<file path="src/rtl/pong_nios_oci_dct_packer_if.sv">
// Trace-symbol and packed-word bundle for the OCI DCT packer.
// master is the packer's view; dct_drop_count exists only with PONG_NIOS_OCI_DCT_DROP_EN.
interface pong_nios_oci_dct_packer_if;
    logic [1:0]  sym_in;
    logic        sym_valid;
    logic        sym_ready;
    logic [29:0] dct_buffer;
    logic [3:0]  dct_count;
    logic        dct_valid;
    logic        dct_ready;
    logic        test_ending;
    logic        test_has_ended;
`ifdef PONG_NIOS_OCI_DCT_DROP_EN
    logic [7:0]  dct_drop_count;

    modport master (
        input  sym_in, sym_valid, dct_ready, test_ending,
        output sym_ready, dct_buffer, dct_count, dct_valid,
        output test_has_ended, dct_drop_count
    );
    modport slave (
        output sym_in, sym_valid, dct_ready, test_ending,
        input  sym_ready, dct_buffer, dct_count, dct_valid,
        input  test_has_ended, dct_drop_count
    );
`else
    modport master (
        input  sym_in, sym_valid, dct_ready, test_ending,
        output sym_ready, dct_buffer, dct_count, dct_valid,
        output test_has_ended
    );
    modport slave (
        output sym_in, sym_valid, dct_ready, test_ending,
        input  sym_ready, dct_buffer, dct_count, dct_valid,
        input  test_has_ended
    );
`endif
endinterface

</file>
<file path="src/rtl/pong_nios_oci_dct_packer.sv">
// OCI DCT producer: packs 2-bit trace symbols into 30-bit words, drains on test end.
// Optional PONG_NIOS_OCI_DCT_DROP_EN: drop symbols instead of backpressuring when full.
module pong_nios_oci_dct_packer #(
    parameter int FLUSH_TIMEOUT = 64
) (
    input  logic clk,
    input  logic reset,
    pong_nios_oci_dct_packer_if.master bus
);
    localparam int IW = (FLUSH_TIMEOUT > 0) ? $clog2(FLUSH_TIMEOUT + 1) : 1;

    typedef enum logic [1:0] {RUN, DRAIN, ENDED} state_t;

    state_t      r_state;
    logic [29:0] r_acc_buf;
    logic [3:0]  r_acc_cnt;
    logic [IW-1:0] r_idle;
    logic [29:0] r_buf;
    logic [3:0]  r_cnt;
    logic        r_valid;
    logic        r_ended;

    logic        w_full;
    logic        w_slot_free;
    logic        w_timeout;
    logic        w_flush_req;
    logic        w_xfer;
    logic        w_ready;
    logic        w_store;
    logic [29:0] w_sym_word;

    assign w_full      = (r_acc_cnt == 4'd15);
    assign w_slot_free = !r_valid || bus.dct_ready;
    assign w_timeout   = (FLUSH_TIMEOUT != 0) && (r_idle == IW'(FLUSH_TIMEOUT));
    assign w_flush_req = (r_state == DRAIN) || ((r_state == RUN) && w_timeout);
    assign w_xfer      = w_slot_free &&
                         (w_full || (w_flush_req && (r_acc_cnt != 4'd0)));
    assign w_sym_word  = {28'd0, bus.sym_in};

`ifdef PONG_NIOS_OCI_DCT_DROP_EN
    logic       w_drop;
    logic [7:0] r_drop_cnt;

    assign w_ready = (r_state == RUN);
    assign w_store = bus.sym_valid && w_ready && (!w_full || w_slot_free);
    assign w_drop  = bus.sym_valid && w_ready && w_full && !w_slot_free;

    always_ff @(posedge clk) begin
        if (reset) begin
            r_drop_cnt <= 8'd0;
        end else if (w_drop && (r_drop_cnt != 8'hFF)) begin
            r_drop_cnt <= r_drop_cnt + 8'd1;
        end
    end

    assign bus.dct_drop_count = r_drop_cnt;
`else
    assign w_ready = (r_state == RUN) && (!w_full || w_slot_free);
    assign w_store = bus.sym_valid && w_ready;
`endif

    always_ff @(posedge clk) begin
        if (reset) begin
            r_state   <= RUN;
            r_acc_buf <= '0;
            r_acc_cnt <= 4'd0;
            r_idle    <= '0;
            r_buf     <= '0;
            r_cnt     <= 4'd0;
            r_valid   <= 1'b0;
            r_ended   <= 1'b0;
        end else begin
            if (w_xfer) begin
                r_buf   <= r_acc_buf;
                r_cnt   <= r_acc_cnt;
                r_valid <= 1'b1;
            end else if (bus.dct_ready) begin
                r_valid <= 1'b0;
            end

            // A symbol landing on a transfer cycle starts the next word at index 0
            if (w_xfer) begin
                r_acc_buf <= w_store ? w_sym_word : '0;
                r_acc_cnt <= w_store ? 4'd1 : 4'd0;
            end else if (w_store) begin
                r_acc_buf <= r_acc_buf | (w_sym_word << {r_acc_cnt, 1'b0});
                r_acc_cnt <= r_acc_cnt + 4'd1;
            end

            if ((r_state != RUN) || w_store || w_xfer || (r_acc_cnt == 4'd0)) begin
                r_idle <= '0;
            end else if (!w_timeout) begin
                r_idle <= r_idle + 1'b1;
            end

            unique case (r_state)
                RUN: begin
                    if (bus.test_ending) begin
                        r_state <= DRAIN;
                    end
                end
                DRAIN: begin
                    if ((r_acc_cnt == 4'd0) && !r_valid) begin
                        r_state <= ENDED;
                        r_ended <= 1'b1;
                    end
                end
                ENDED: begin
                    r_ended <= 1'b1;
                end
                default: r_state <= RUN;
            endcase
        end
    end

    assign bus.sym_ready      = w_ready;
    assign bus.dct_buffer     = r_buf;
    assign bus.dct_count      = r_cnt;
    assign bus.dct_valid      = r_valid;
    assign bus.test_has_ended = r_ended;
endmodule

</file>
<file path="src/flat_wrapper.sv">
// flat-port wrapper written by rule: the top's interface ports become plain ports
module pong_nios_oci_dct_packer_flat 
#(
    parameter int FLUSH_TIMEOUT = 64
)
  (clk, reset, bus_sym_in, bus_sym_valid, bus_dct_ready, bus_test_ending, bus_sym_ready, bus_dct_buffer, bus_dct_count, bus_dct_valid, bus_test_has_ended);
  pong_nios_oci_dct_packer_if bus_i ();
  input  logic clk;
  input  logic reset;
  input wire logic [$bits(bus_i.sym_in)-1:0] bus_sym_in;
  input wire logic [$bits(bus_i.sym_valid)-1:0] bus_sym_valid;
  input wire logic [$bits(bus_i.dct_ready)-1:0] bus_dct_ready;
  input wire logic [$bits(bus_i.test_ending)-1:0] bus_test_ending;
  output wire logic [$bits(bus_i.sym_ready)-1:0] bus_sym_ready;
  output wire logic [$bits(bus_i.dct_buffer)-1:0] bus_dct_buffer;
  output wire logic [$bits(bus_i.dct_count)-1:0] bus_dct_count;
  output wire logic [$bits(bus_i.dct_valid)-1:0] bus_dct_valid;
  output wire logic [$bits(bus_i.test_has_ended)-1:0] bus_test_has_ended;
  assign bus_i.sym_in = bus_sym_in;
  assign bus_i.sym_valid = bus_sym_valid;
  assign bus_i.dct_ready = bus_dct_ready;
  assign bus_i.test_ending = bus_test_ending;
  assign bus_sym_ready = bus_i.sym_ready;
  assign bus_dct_buffer = bus_i.dct_buffer;
  assign bus_dct_count = bus_i.dct_count;
  assign bus_dct_valid = bus_i.dct_valid;
  assign bus_test_has_ended = bus_i.test_has_ended;
  pong_nios_oci_dct_packer #(.FLUSH_TIMEOUT(FLUSH_TIMEOUT)) u_core (.clk(clk), .reset(reset), .bus(bus_i));
endmodule
</file>
<file path="config.mk">
export PLATFORM = sky130hd
export DESIGN_NAME = pong_nios_oci_dct_packer_flat
export DESIGN_NICKNAME = d
export VERILOG_FILES = /design/src/rtl/pong_nios_oci_dct_packer_if.sv /design/src/rtl/pong_nios_oci_dct_packer.sv /design/src/flat_wrapper.sv
export SDC_FILE = /design/constraint.sdc
export NUM_CORES = 1
export LEC_CHECK = 0
export BUFFER_PORTS_ARGS = -buffer_cell sky130_fd_sc_hd__buf_2
export CAP_MARGIN = 10
export CORE_UTILIZATION = 28
export CTS_CLUSTER_SIZE = 20
export DETAILED_ROUTE_END_ITERATION = 10
export PLACE_DENSITY = 0.46
export SLEW_MARGIN = 10
export SYNTH_ARGS = -nofsm -noshare
export SYNTH_HDL_FRONTEND = slang
export SYNTH_SLANG_ARGS = --single-unit
</file>
<file path="constraint.sdc">
create_clock -name clk -period 3.2 [get_ports clk]
set_input_delay 0.16 -clock clk [delete_from_list [all_inputs] [get_ports clk]]
set_output_delay 0.16 -clock clk [all_outputs]
set_load 0.02 [all_outputs]
</file>
# Word-level counts from Yosys, hierarchy flattened

Index checks and enable logic that the tools add are counted.

Add/sub/neg operators: 2
Equal/unequal tests: 6
Shift operators: 1
Mux-type cells: 13
Bitwise gates (word level): 2
Reduce and logical (&&, ||, !) cells: 25

Operators by type and width:

| operator                                      | number |
|---|---|
| two-way mux 30 bit                            | 2 |
| bitwise OR 30 bit                             | 1 |
| left shift 2 x 5 -> 30 bit                    | 1 |
| two-way mux 4 bit                             | 2 |
| nonzero test 2 bit                            | 4 |
| adder 7 x 1 -> 7 bit, second input constant   | 1 |
| == test 7 bit, second input constant          | 1 |
| logical OR 1 bit                              | 7 |
| logical AND 1 bit                             | 6 |
| two-way mux 2 bit                             | 3 |
| case mux 2 bit (3 select lines)               | 1 |
| adder 4 x 1 -> 4 bit, second input constant   | 1 |
| == test 4 bit, second input constant          | 1 |
| logical NOT 4 bit                             | 1 |
| two-way mux 1 bit                             | 4 |
| != test 2 bit, second input constant          | 2 |
| nonzero test 4 bit                            | 1 |
| AND reduction 3 bit                           | 1 |
| == test 2 x 1 -> 1 bit, second input constant | 1 |
| == test 2 bit, second input constant          | 1 |
| logical NOT 1 bit                             | 2 |
| logical NOT 2 bit                             | 1 |
| case mux 1 bit (2 select lines)               | 1 |
| AND reduction 2 bit                           | 1 |
| 2 further kinds                               | 2 |

Register bits: 79
Input bits: 7
Output and inout bits: 37
Logic and storage cells: 57

# Depth between registers and ports, before layout

Gate-level depths: netlist of run 1.

Depth after elaboration: 9
Depth in mapped cells: 9

# Worst setup path before layout of run 1

OpenSTA, ideal clock, no wires.

Path type: reg-to-reg
From: register u_core.r_idle[0]
To: register u_core.r_buf[14], in the netlist u_core.bus.dct_buffer[14]
Data arrival time: 1.963 ns
Data required time: 3.072 ns
Setup slack: 1.109 ns
Stages on the path, launching flop included: 10
Cells stage by stage: dfxtp_1 inv_1 ha_1 or4b_4 nor3b_4 a211oi_2 buf_6 buf_6 mux2i_1 nor2_1

Cells in the longest elaborated chain, start to end: 6

RTL lines:

| item                   | line                           | source |
|---|---|---|
| from (decl)            | pong_nios_oci_dct_packer.sv:17 | `logic [IW-1:0] r_idle;` |
| from (signal assigned) | pong_nios_oci_dct_packer.sv:93 | `r_idle <= r_idle + 1'b1;` |
| == test 7 bit          | pong_nios_oci_dct_packer.sv:34 | `assign w_timeout = (FLUSH_TIMEOUT != 0) && (r_idle == IW'(FLUSH_TIMEOUT));` |
| logical AND 1 bit      | pong_nios_oci_dct_packer.sv:35 | `assign w_flush_req = (r_state == DRAIN) \|\| ((r_state == RUN) && w_timeout);` |
| logical OR 1 bit       | pong_nios_oci_dct_packer.sv:35 |  |
| logical AND 1 bit      | pong_nios_oci_dct_packer.sv:37 | `(w_full \|\| (w_flush_req && (r_acc_cnt != 4'd0)));` |
| logical OR 1 bit       | pong_nios_oci_dct_packer.sv:37 |  |
| logical AND 1 bit      | pong_nios_oci_dct_packer.sv:36 | `assign w_xfer = w_slot_free &&` |
| to (signal assigned)   | pong_nios_oci_dct_packer.sv:74 | `r_buf <= r_acc_buf;` |
| to (decl)              | pong_nios_oci_dct_packer.sv:18 | `logic [29:0] r_buf;` |

No other way between the ends.
A chain may end at the register's enable or synchronous reset.

# Worst setup path after layout of run 1

From: register u_core.r_acc_cnt[0]
To: register u_core.r_acc_buf[15]

Cells in the longest elaborated chain, start to end: 6

RTL lines:

| item                                | line                           | source |
|---|---|---|
| from (decl)                         | pong_nios_oci_dct_packer.sv:16 | `logic [3:0] r_acc_cnt;` |
| from (signal assigned)              | pong_nios_oci_dct_packer.sv:84 | `r_acc_cnt <= w_store ? 4'd1 : 4'd0;` |
| from (signal assigned)              | pong_nios_oci_dct_packer.sv:87 | `r_acc_cnt <= r_acc_cnt + 4'd1;` |
| == test 4 bit                       | pong_nios_oci_dct_packer.sv:32 | `assign w_full = (r_acc_cnt == 4'd15);` |
| logical NOT 1 bit                   | pong_nios_oci_dct_packer.sv:58 | `assign w_ready = (r_state == RUN) && (!w_full \|\| w_slot_free);` |
| logical OR 1 bit                    | pong_nios_oci_dct_packer.sv:58 |  |
| logical AND 1 bit                   | pong_nios_oci_dct_packer.sv:58 |  |
| logical AND 1 bit                   | pong_nios_oci_dct_packer.sv:59 | `assign w_store = bus.sym_valid && w_ready;` |
| nonzero test 2 bit (no source line) | -                              |  |
| to (signal assigned)                | pong_nios_oci_dct_packer.sv:83 | `r_acc_buf <= w_store ? w_sym_word : '0;` |
| to (signal assigned)                | pong_nios_oci_dct_packer.sv:86 | `r_acc_buf <= r_acc_buf \| (w_sym_word << {r_acc_cnt, 1'b0});` |
| to (decl)                           | pong_nios_oci_dct_packer.sv:15 | `logic [29:0] r_acc_buf;` |

Parallel ways exist; a longest one is shown, timed or not. The select of a mux whose other input is x is not followed.

==> metrics.txt, run 1 <==
crit-path max cell delay 620 ps; Crit path arrival time 2770 ps; number of synthesized register bits 79; FMAX 0.395 GHz; vias in the first global route 2173; Crit. End Element flip-flop; maximum vdd drop 0.196 mV; grt total ovfl 0; initial drt markers 160; final period utilization 79.2%; type of origin of the critical path flip-flop; CTS HTree Levels 3; Sink Count 79; setup repair bufs after CTS 0; Total Routing Usage GR 13.2%; max-slew violation count 0; Final Hold Vio Count 0; Clock Pin Slew Worst Setup and Hold Paths 80 ps; P&R area growth vs syn 17.7%; first-pass GRT wire length 11400 um; CP cell instances inv_1, ha_1, nor3b_2, nor3b_1, a211oi_4, buf_4, nand2b_1, buf_4, nor2_1; WP data required 3440 ps; port bufs 43; Die H 106 um; commonest non-fill, non-tap cells in the layout nor2_1 (82), dfxtp_1 (79), buf_2 (43); max cap viols 0; Worst Hold Path Cells 3; CTS Buffer Depth 2; DRC Markers 0; power per cell area 556 nW/um2; yosys warns 0; vias per cell 4.41; skew final 8.51 ps; HP Class primary input to flip-flop; vias post-DR 2205; critical-path maximum fanout 21; r2r worst-path depth 9; # nets final 371; DR pass1 iterations 4; DR WL/cell 13.7 um; commonest non-fill, non-tap cell in the layout nor2_1; power share of the combinational group 11.7%; internal power 1.45 mW; CTS Buf Count 9; power consumption 1.99 mW; Synth cell types 37; share of cells above drive strength 1 19.8%; fin crit period 2530 ps; CTS root buffer clkbuf_8; io pins 44; Row Count 37; reg2reg end u_core.r_acc_buf[15]$_SDFFE_PP0P_; flop2flop setup slack 670 ps; Placer Congestion 0.771; pin count of the biggest net entering global routing 44; initial antenna violation count 0; Initial Utilization 29.2%; CP dominant cell by count buf_4; Slew headroom 42.7%; status completed; # resized after CTS 0; sequential fraction of the synthesis area 52.0%; die area 11300 um2; Net Sw Frac 27.2%; CTS tree yes; endpoint of the worst hold path u_core.r_state[0]$_SDFFE_PP0P_; P_leak 1.66 nW; Antenna diodes 0; final wirelength 6840 um; syn nets 328; worst r2r src u_core.r_acc_cnt[0]$_SDFFE_PP0P_; Die X 106 um; final setup vio count 0; unrepaired setup endpoints after global routing no; antenna viol nets, final 0; Slew @ Worst Pin 859 ps; CP max stage cell nor3b_1; Hold Path Origin bus_test_ending; Core ar. 10400 um2; switching power 0.541 mW; Post-Syn Area 3040 um2; Syn Inst Count 317; clock network fraction of total power 36.5%; clk_lat worst skew 350 ps; CP Class flip-flop to flip-flop; mean post-synth cell area 9.60 um2; Fin Setup TNS 0 ps; DP HPWL 4780 um; part of the power in registers 51.9%; hold buffer count at CTS 0
power by group through the flow:
stage               Clock (mW)  Sequential, mW  Combinational, mW
finish                   0.726            1.03              0.232
global placement             0            1.05              0.233
floorplan                    0            1.05              0.176
global route             0.804            1.04              0.260
CTS                      0.748            1.03              0.236
detailed placement           0            1.06              0.235
synth_stat cells, drive strengths merged:
cell type | n | area share (%)
a211oi | 3 | 1.2
o21a | 5 | 1.2
nor2b | 5 | 1.0
nand3 | 5 | 0.82
nand2 | 7 | 0.86
o211ai | 1 | 0.25
xor2 | 4 | 1.2
a31oi | 1 | 0.21
o21ai | 2 | 0.33
mux2i | 35 | 12
and2 | 2 | 0.41
or2 | 1 | 0.21
buf | 9 | 2.0
a21oi | 31 | 5.1
a2111oi | 3 | 1.5
ha | 4 | 1.6
xnor2 | 5 | 1.4
dfxtp | 79 | 52
and3b | 1 | 0.29
nor2 | 82 | 10
nor4b | 2 | 0.58
and4 | 1 | 0.29
nand4 | 1 | 0.21
o211a | 1 | 0.33
nor3b | 6 | 2.0
inv | 5 | 0.62
nand2b | 2 | 0.41
nor4 | 1 | 0.21
and3 | 1 | 0.21
or4b | 1 | 0.45
nor3 | 2 | 0.33
clkbuf | 9 | 1.1
critical path, delay by kind of cell, from the launching register on:
| family | cells | cell delay [ps] |
|---|---|---|
| AO/OA/AOI/OAI | 1 | 80 |
| adder cells (fa/ha/maj) | 1 | 230 |
| buffers and inverters | 3 | 620 |
| flip-flops | 1 | 490 |
| AND/OR/NAND/NOR | 4 | 990 |
layer usage:
layer  up-vias  global-route usage, %  share of wire [%]
met5         -                      0                  0
met4         0                   3.87                1.1
met3         8                   4.17                4.1
met2        35                   21.0                 45
met1      1014                   17.1                 49
li1       1148                      -                  -
cells by family after synthesis:
kind of cell | Yosys count | synth area share [%]
DFF | 79 | 52.0
muxes | 35 | 11.5
AOI/OAI and AO/OA | 47 | 10.2
adders and majority gates | 4 | 1.64
and+or+nand+nor | 120 | 18.4
xor gates and xnor gates | 9 | 2.59
buffers and inverters | 23 | 3.74
layout make-up:
type / count / area, um2
fillers: 1075 / 6830
repair buffers: 50 / 268
flip-flops and latches: 79 / 1580
inverters: 5 / 18.8
well taps: 136 / 170
clock inverters: 5 / 60.1
clock buffers: 10 / 128
multi-input cells: 215 / 1360
how the worst max path moves through the flow:
stage	start	end	slack, ps
final	u_core.r_acc_cnt[0]$_SDFFE_PP0P_	u_core.r_acc_buf[15]$_SDFFE_PP0P_	670
after global routing	u_core.r_acc_cnt[0]$_SDFFE_PP0P_	u_core.r_acc_buf[17]$_SDFFE_PP0P_	490
after global placement	u_core.r_acc_cnt[0]$_SDFFE_PP0P_	u_core.r_acc_buf[5]$_SDFFE_PP0P_	780
after CTS	u_core.r_acc_cnt[0]$_SDFFE_PP0P_	u_core.r_acc_buf[15]$_SDFFE_PP0P_	650
after detailed placement	u_core.r_acc_cnt[0]$_SDFFE_PP0P_	u_core.r_acc_buf[15]$_SDFFE_PP0P_	690
after floorplan	u_core.r_idle[0]$_SDFFE_PP0N_	u_core.bus.dct_buffer[14]$_SDFFE_PP0N_	1110
registers in the layout, indices dropped and copies added, names as in the netlist:
register	cells
u_core.r_state	2
u_core.r_acc_buf	30
u_core.bus.dct_valid	1
u_core.bus.dct_buffer	30
u_core.r_acc_cnt	4
u_core.bus.test_has_ended	1
u_core.bus.dct_count	4
u_core.r_idle	7
stage by stage:
stage                     hold WS (ps)  cells  util (%)  instance area [um2]  worst slack (ps)
after global placement             438    485      32.6                 3390               777
final                             86.9    500      34.4                 3580               667
after floorplan                    333    317         -                 3040              1110
after CTS                         73.5    500      34.4                 3580               652
after detailed placement           441    485      32.6                 3390               693
after global routing               136    500      34.4                 3580               495
(Power assumes the default switching activity.)
==> inputs of run 2 (changes only) <==
==> constraint.sdc (replaced) <==
create_clock -name clk -period 2.6 [get_ports clk]
set_input_delay 0.13 -clock clk [delete_from_list [all_inputs] [get_ports clk]]
set_output_delay 0.13 -clock clk [all_outputs]
set_load 0.02 [all_outputs]
==> metrics.txt, run 2 (synthesized netlist as in run 1, its figures left out) <==
Worst Hold Path Cells 3; CTS Buffer Depth 2; P_leak 1.69 nW; r2r worst-path depth 8; Fin Setup TNS 0 ps; P&R area growth vs syn 19.2%; max cap viols 0; initial antenna violation count 0; type of origin of the critical path flip-flop; unrepaired setup endpoints after global routing no; maximum vdd drop 0.258 mV; CTS root buffer clkbuf_8; endpoint of the worst hold path u_core.r_state[0]$_SDFFE_PP0P_; setup repair bufs after CTS 0; DP HPWL 4750 um; vias post-DR 2246; grt total ovfl 0; CTS HTree Levels 3; pin count of the biggest net entering global routing 44; DR WL/cell 13.8 um; # nets final 373; final wirelength 6920 um; final period utilization 91.2%; power consumption 2.50 mW; FILL cells 1096; vias per cell 4.47; Clock Pin Slew Worst Setup and Hold Paths 80 ps; Hold Path Origin bus_test_ending; commonest non-fill, non-tap cell in the layout nor2_1; vias in the first global route 2134; # resized after CTS 0; clk_lat worst skew 350 ps; die area 11300 um2; share of cells above drive strength 1 20.7%; hold buffer count at CTS 0; skew final 11.2 ps; DRC Markers 0; power per cell area 688 nW/um2; flop2flop setup slack 230 ps; status completed; final setup vio count 0; Sink Count 79; Initial Utilization 29.2%; Crit. End Element flip-flop; port bufs 43; max-slew violation count 0; FMAX 0.422 GHz; worst r2r src u_core.r_acc_cnt[0]$_SDFFE_PP0P_; CTS tree yes; critical-path maximum fanout 19; initial drt markers 132; HP Class primary input to flip-flop; fin crit period 2370 ps; commonest non-fill, non-tap cells in the layout nor2_1 (82), dfxtp_1 (79), buf_2 (43); Placer Congestion 0.759; Die H 106 um; Final Hold Vio Count 0; Antenna diodes 0; antenna viol nets, final 0; DR pass1 iterations 4; io pins 44; Row Count 37; register area 1580 um2; Slew @ Worst Pin 862 ps; Total Routing Usage GR 13.3%; CTS Buf Count 9; CP Class flip-flop to flip-flop; Die X 106 um; Core ar. 10400 um2; first-pass GRT wire length 11300 um; Crit path arrival time 2580 ps; Critical path origin u_core.r_acc_cnt[0]$_SDFFE_PP0P_; multi-input logic area 1360 um2; Slew headroom 42.5%; WP data required 2810 ps; reg2reg end u_core.bus.dct_buffer[14]$_SDFFE_PP0N_
==> run 2: critical path, cell delays in order (launching register included) <==
cell	delay, ps
dfxtp_1	460
inv_1	130
ha_1	230
nor3b_2	170
nor3_1	550
a211oi_4	160
buf_4	280
mux2i_1	190
nor2_1	50
==> run 2: metal layers <==
| layer | track usage [%] | up-vias | share of wire (%) |
|---|---|---|---|
| met5 | 0 | - | 0 |
| met1 | 16.5 | 1042 | 48 |
| met4 | 4.17 | 0 | 1.3 |
| li1 | - | 1153 | - |
| met2 | 21.2 | 45 | 46 |
| met3 | 4.90 | 6 | 4.1 |
==> run 2: how the worst max path moves through the flow <==
stage	to	slack (ps)	depth (start not counted)
2_1_floorplan	u_core.bus.dct_buffer[14]$_SDFFE_PP0N_	510	9
3_3_place_gp	u_core.bus.dct_buffer[23]$_SDFFE_PP0N_	240	8
3_5_place_dp	u_core.bus.dct_buffer[10]$_SDFFE_PP0N_	200	8
4_1_cts	u_core.bus.dct_buffer[14]$_SDFFE_PP0N_	190	8
5_1_grt	u_core.bus.dct_buffer[6]$_SDFFE_PP0N_	0.6	8
6_report	u_core.bus.dct_buffer[14]$_SDFFE_PP0N_	230	8
==> run 2: metrics by stage <==
| step | util (%) | setup WS [ps] | cell area, um2 | hold WS, ps | std cells |
|---|---|---|---|---|---|
| 6_report | 34.8 | 230 | 3630 | 59.2 | 503 |
| 5_1_grt | 34.8 | 0.585 | 3630 | 62.7 | 503 |
| 4_1_cts | 34.8 | 191 | 3630 | 36.1 | 503 |
| 3_5_place_dp | 32.9 | 202 | 3420 | 428 | 487 |
| 3_3_place_gp | 32.9 | 236 | 3420 | 423 | 487 |
| 2_1_floorplan | - | 509 | 3040 | 303 | 317 |
==> run 2: layout make-up <==
type | count | area share [%]
inverters | 5 | 0.517
flip-flops and latches | 79 | 43.6
multi-input cells | 215 | 37.4
repair buffers | 52 | 8.14
clock inverters | 6 | 1.86
clock buffers | 10 | 3.79
well taps | 136 | 4.69
==> run 2: where the power goes <==
group / total [mW] / internal, mW / leakage (nW) / switching [mW]
clock network: 0.933 / 0.475 / 0.0993 / 0.459
logic: 0.293 / 0.108 / 0.951 / 0.185
registers: 1.27 / 1.24 / 0.637 / 0.0321
==> inputs of run 3 (changes only) <==
--- a/config.mk
+++ b/config.mk
@@ -7,6 +7,7 @@
 export LEC_CHECK = 0
 export BUFFER_PORTS_ARGS = -buffer_cell sky130_fd_sc_hd__buf_2
 export CAP_MARGIN = 10
+export CORE_ASPECT_RATIO = 1.5
 export CORE_UTILIZATION = 28
 export CTS_CLUSTER_SIZE = 20
 export DETAILED_ROUTE_END_ITERATION = 10
==> metrics.txt, run 3 (synthesized netlist as in run 1, its figures left out) <==
Final Hold Vio Count 0; DRC Markers 0; maximum vdd drop 0.258 mV; commonest non-fill, non-tap cells in the layout nor2_1 (82), dfxtp_1 (79), buf_2 (43); Fin Setup TNS 0 ps; Critical path origin u_core.r_acc_cnt[1]$_SDFFE_PP0P_; skew final 5.16 ps; grt total ovfl 0; busiest grt layer met2; setup repair bufs after CTS 0; max cap viols 0; max-slew violation count 0; FILL cells 1134; Sink Count 79; io pins 44; met2 capacity usage during global routing 22.1%; CP cell instances inv_1, ha_1, nor3b_2, nor3b_1, a211oi_4, nand2b_1, buf_4, nor2_1; antenna viol nets, final 0; P_leak 1.75 nW; vias per cell 4.53; fin crit period 2390 ps; final core utilization 35.5%; hold buffer count at CTS 0; port bufs 43; met1 Use GR 16.1%; # resized after CTS 0; type of origin of the critical path flip-flop; part of the power in registers 44.4%; vias post-DR 2318; Slew @ Worst Pin 749 ps; Total Routing Usage GR 14.0%; CP Class flip-flop to flip-flop; CTS Buffer Depth 2; Placer Congestion 0.784; HP Class primary input to flip-flop; Worst Hold Path Cells 3; final setup vio count 0; CTS Buf Count 9; status completed; Die X 87.1 um; Die H 130 um; switching power 0.686 mW; Antenna diodes 0; CP max stage cell nor3b_1; FMAX 0.419 GHz; P&R area growth vs syn 23.4%; worst r2r src u_core.r_acc_cnt[1]$_SDFFE_PP0P_; Hold Path Origin bus_test_ending; internal power 2.18 mW; first-pass GRT wire length 11500 um; vias in the first global route 2234; clock network fraction of total power 45.3%; WP data required 2820 ps; initial drt markers 99; CTS HTree Levels 3; CTS root buffer clkbuf_16; share of cells above drive strength 1 20.7%; # nets final 376; critical-path maximum fanout 24; Initial Utilization 28.7%; initial antenna violation count 0; power per cell area 763 nW/um2; buffer and inverter count on the worst path 2; DR WL/cell 13.9 um; final period utilization 91.8%; final wirelength 7110 um; Row Count 46; Crit. End Element flip-flop; pin count of the biggest net entering global routing 31; clk_lat worst skew 340 ps; Crit path arrival time 2610 ps; commonest non-fill, non-tap cell in the layout nor2_1; CTS tree yes; unrepaired setup endpoints after global routing yes; Net Sw Frac 24.0%; DP HPWL 5080 um; r2r worst-path depth 8; Core ar. 10600 um2; Crit path max-delay family simple AND/OR/NAND/NOR gates; Clock Pin Slew Worst Setup and Hold Paths 60 ps; power share of the combinational group 10.3%; crit-path max cell delay 620 ps; met3 usage 4.05%; die area 11300 um2; CP Depth 8; DR pass1 iterations 4; Slew headroom 49.9%
[run 3: changes by cell type in the layout (fill, tap and decap cells not counted)]
cell	before	now
clkbuf_8	10	0
clkbuf_16	0	9
buf_4	8	11
inv_6	2	0
bufinv_16	1	2
clkbuf_1	0	1
clkinvlp_4	2	1
[run 3: power groups by stage]
stage / registers [mW] / clock network, mW / logic [mW]
final: 1.27 / 1.30 / 0.296
after global placement: 1.30 / 0 / 0.297
after floorplan: 1.30 / 0 / 0.217
after global routing: 1.28 / 1.39 / 0.330
after detailed placement: 1.30 / 0 / 0.298
after CTS: 1.27 / 1.34 / 0.300
[run 3: path summary, 6_finish.rpt]
check	endpoint	slack (ps)
max	u_core.r_acc_buf[25]$_SDFFE_PP0P_	210
min reg2reg	u_core.bus.test_has_ended$_SDFFE_PP0P_	450
min	u_core.r_state[0]$_SDFFE_PP0P_	70
max reg2reg	u_core.r_acc_buf[25]$_SDFFE_PP0P_	210
[run 3: area by class of cell]
cell class,count,area [um2],share of cell area (%)
sequential,79,1580,42.1
multi-input combinational,215,1360,36.1
timing repair buffer,55,318,8.46
clock buffer,10,229,6.10
tap,144,180,4.80
clock inverter,4,72.6,1.93
inverter,5,18.8,0.500
[run 3: through the flow]
stage | hold WS [ps] | instances | power [mW] | instance area (um2) | setup slack (ps)
after global placement | 433 | 498 | 1.59 | 3450 | 275
after detailed placement | 429 | 498 | 1.60 | 3450 | 219
after CTS | 65.5 | 512 | 2.91 | 3760 | 191
final | 72.6 | 512 | 2.86 | 3760 | 213
after global routing | 74.2 | 512 | 2.99 | 3760 | -4.90
after floorplan | 303 | 317 | 1.51 | 3040 | 509
[run 3: routing by layer]
layer	up-vias	share of wire, %	wire, um
met3	16	4.7	332
met1	1102	42	3020
met2	40	49	3460
li1	1160	-	-
met5	-	0	0
met4	0	4.2	299
[run 3: worst min-delay path, stage by stage]
cell and delay (ps):
buf_2 100, nor2_1 70, a2111oi_0 60
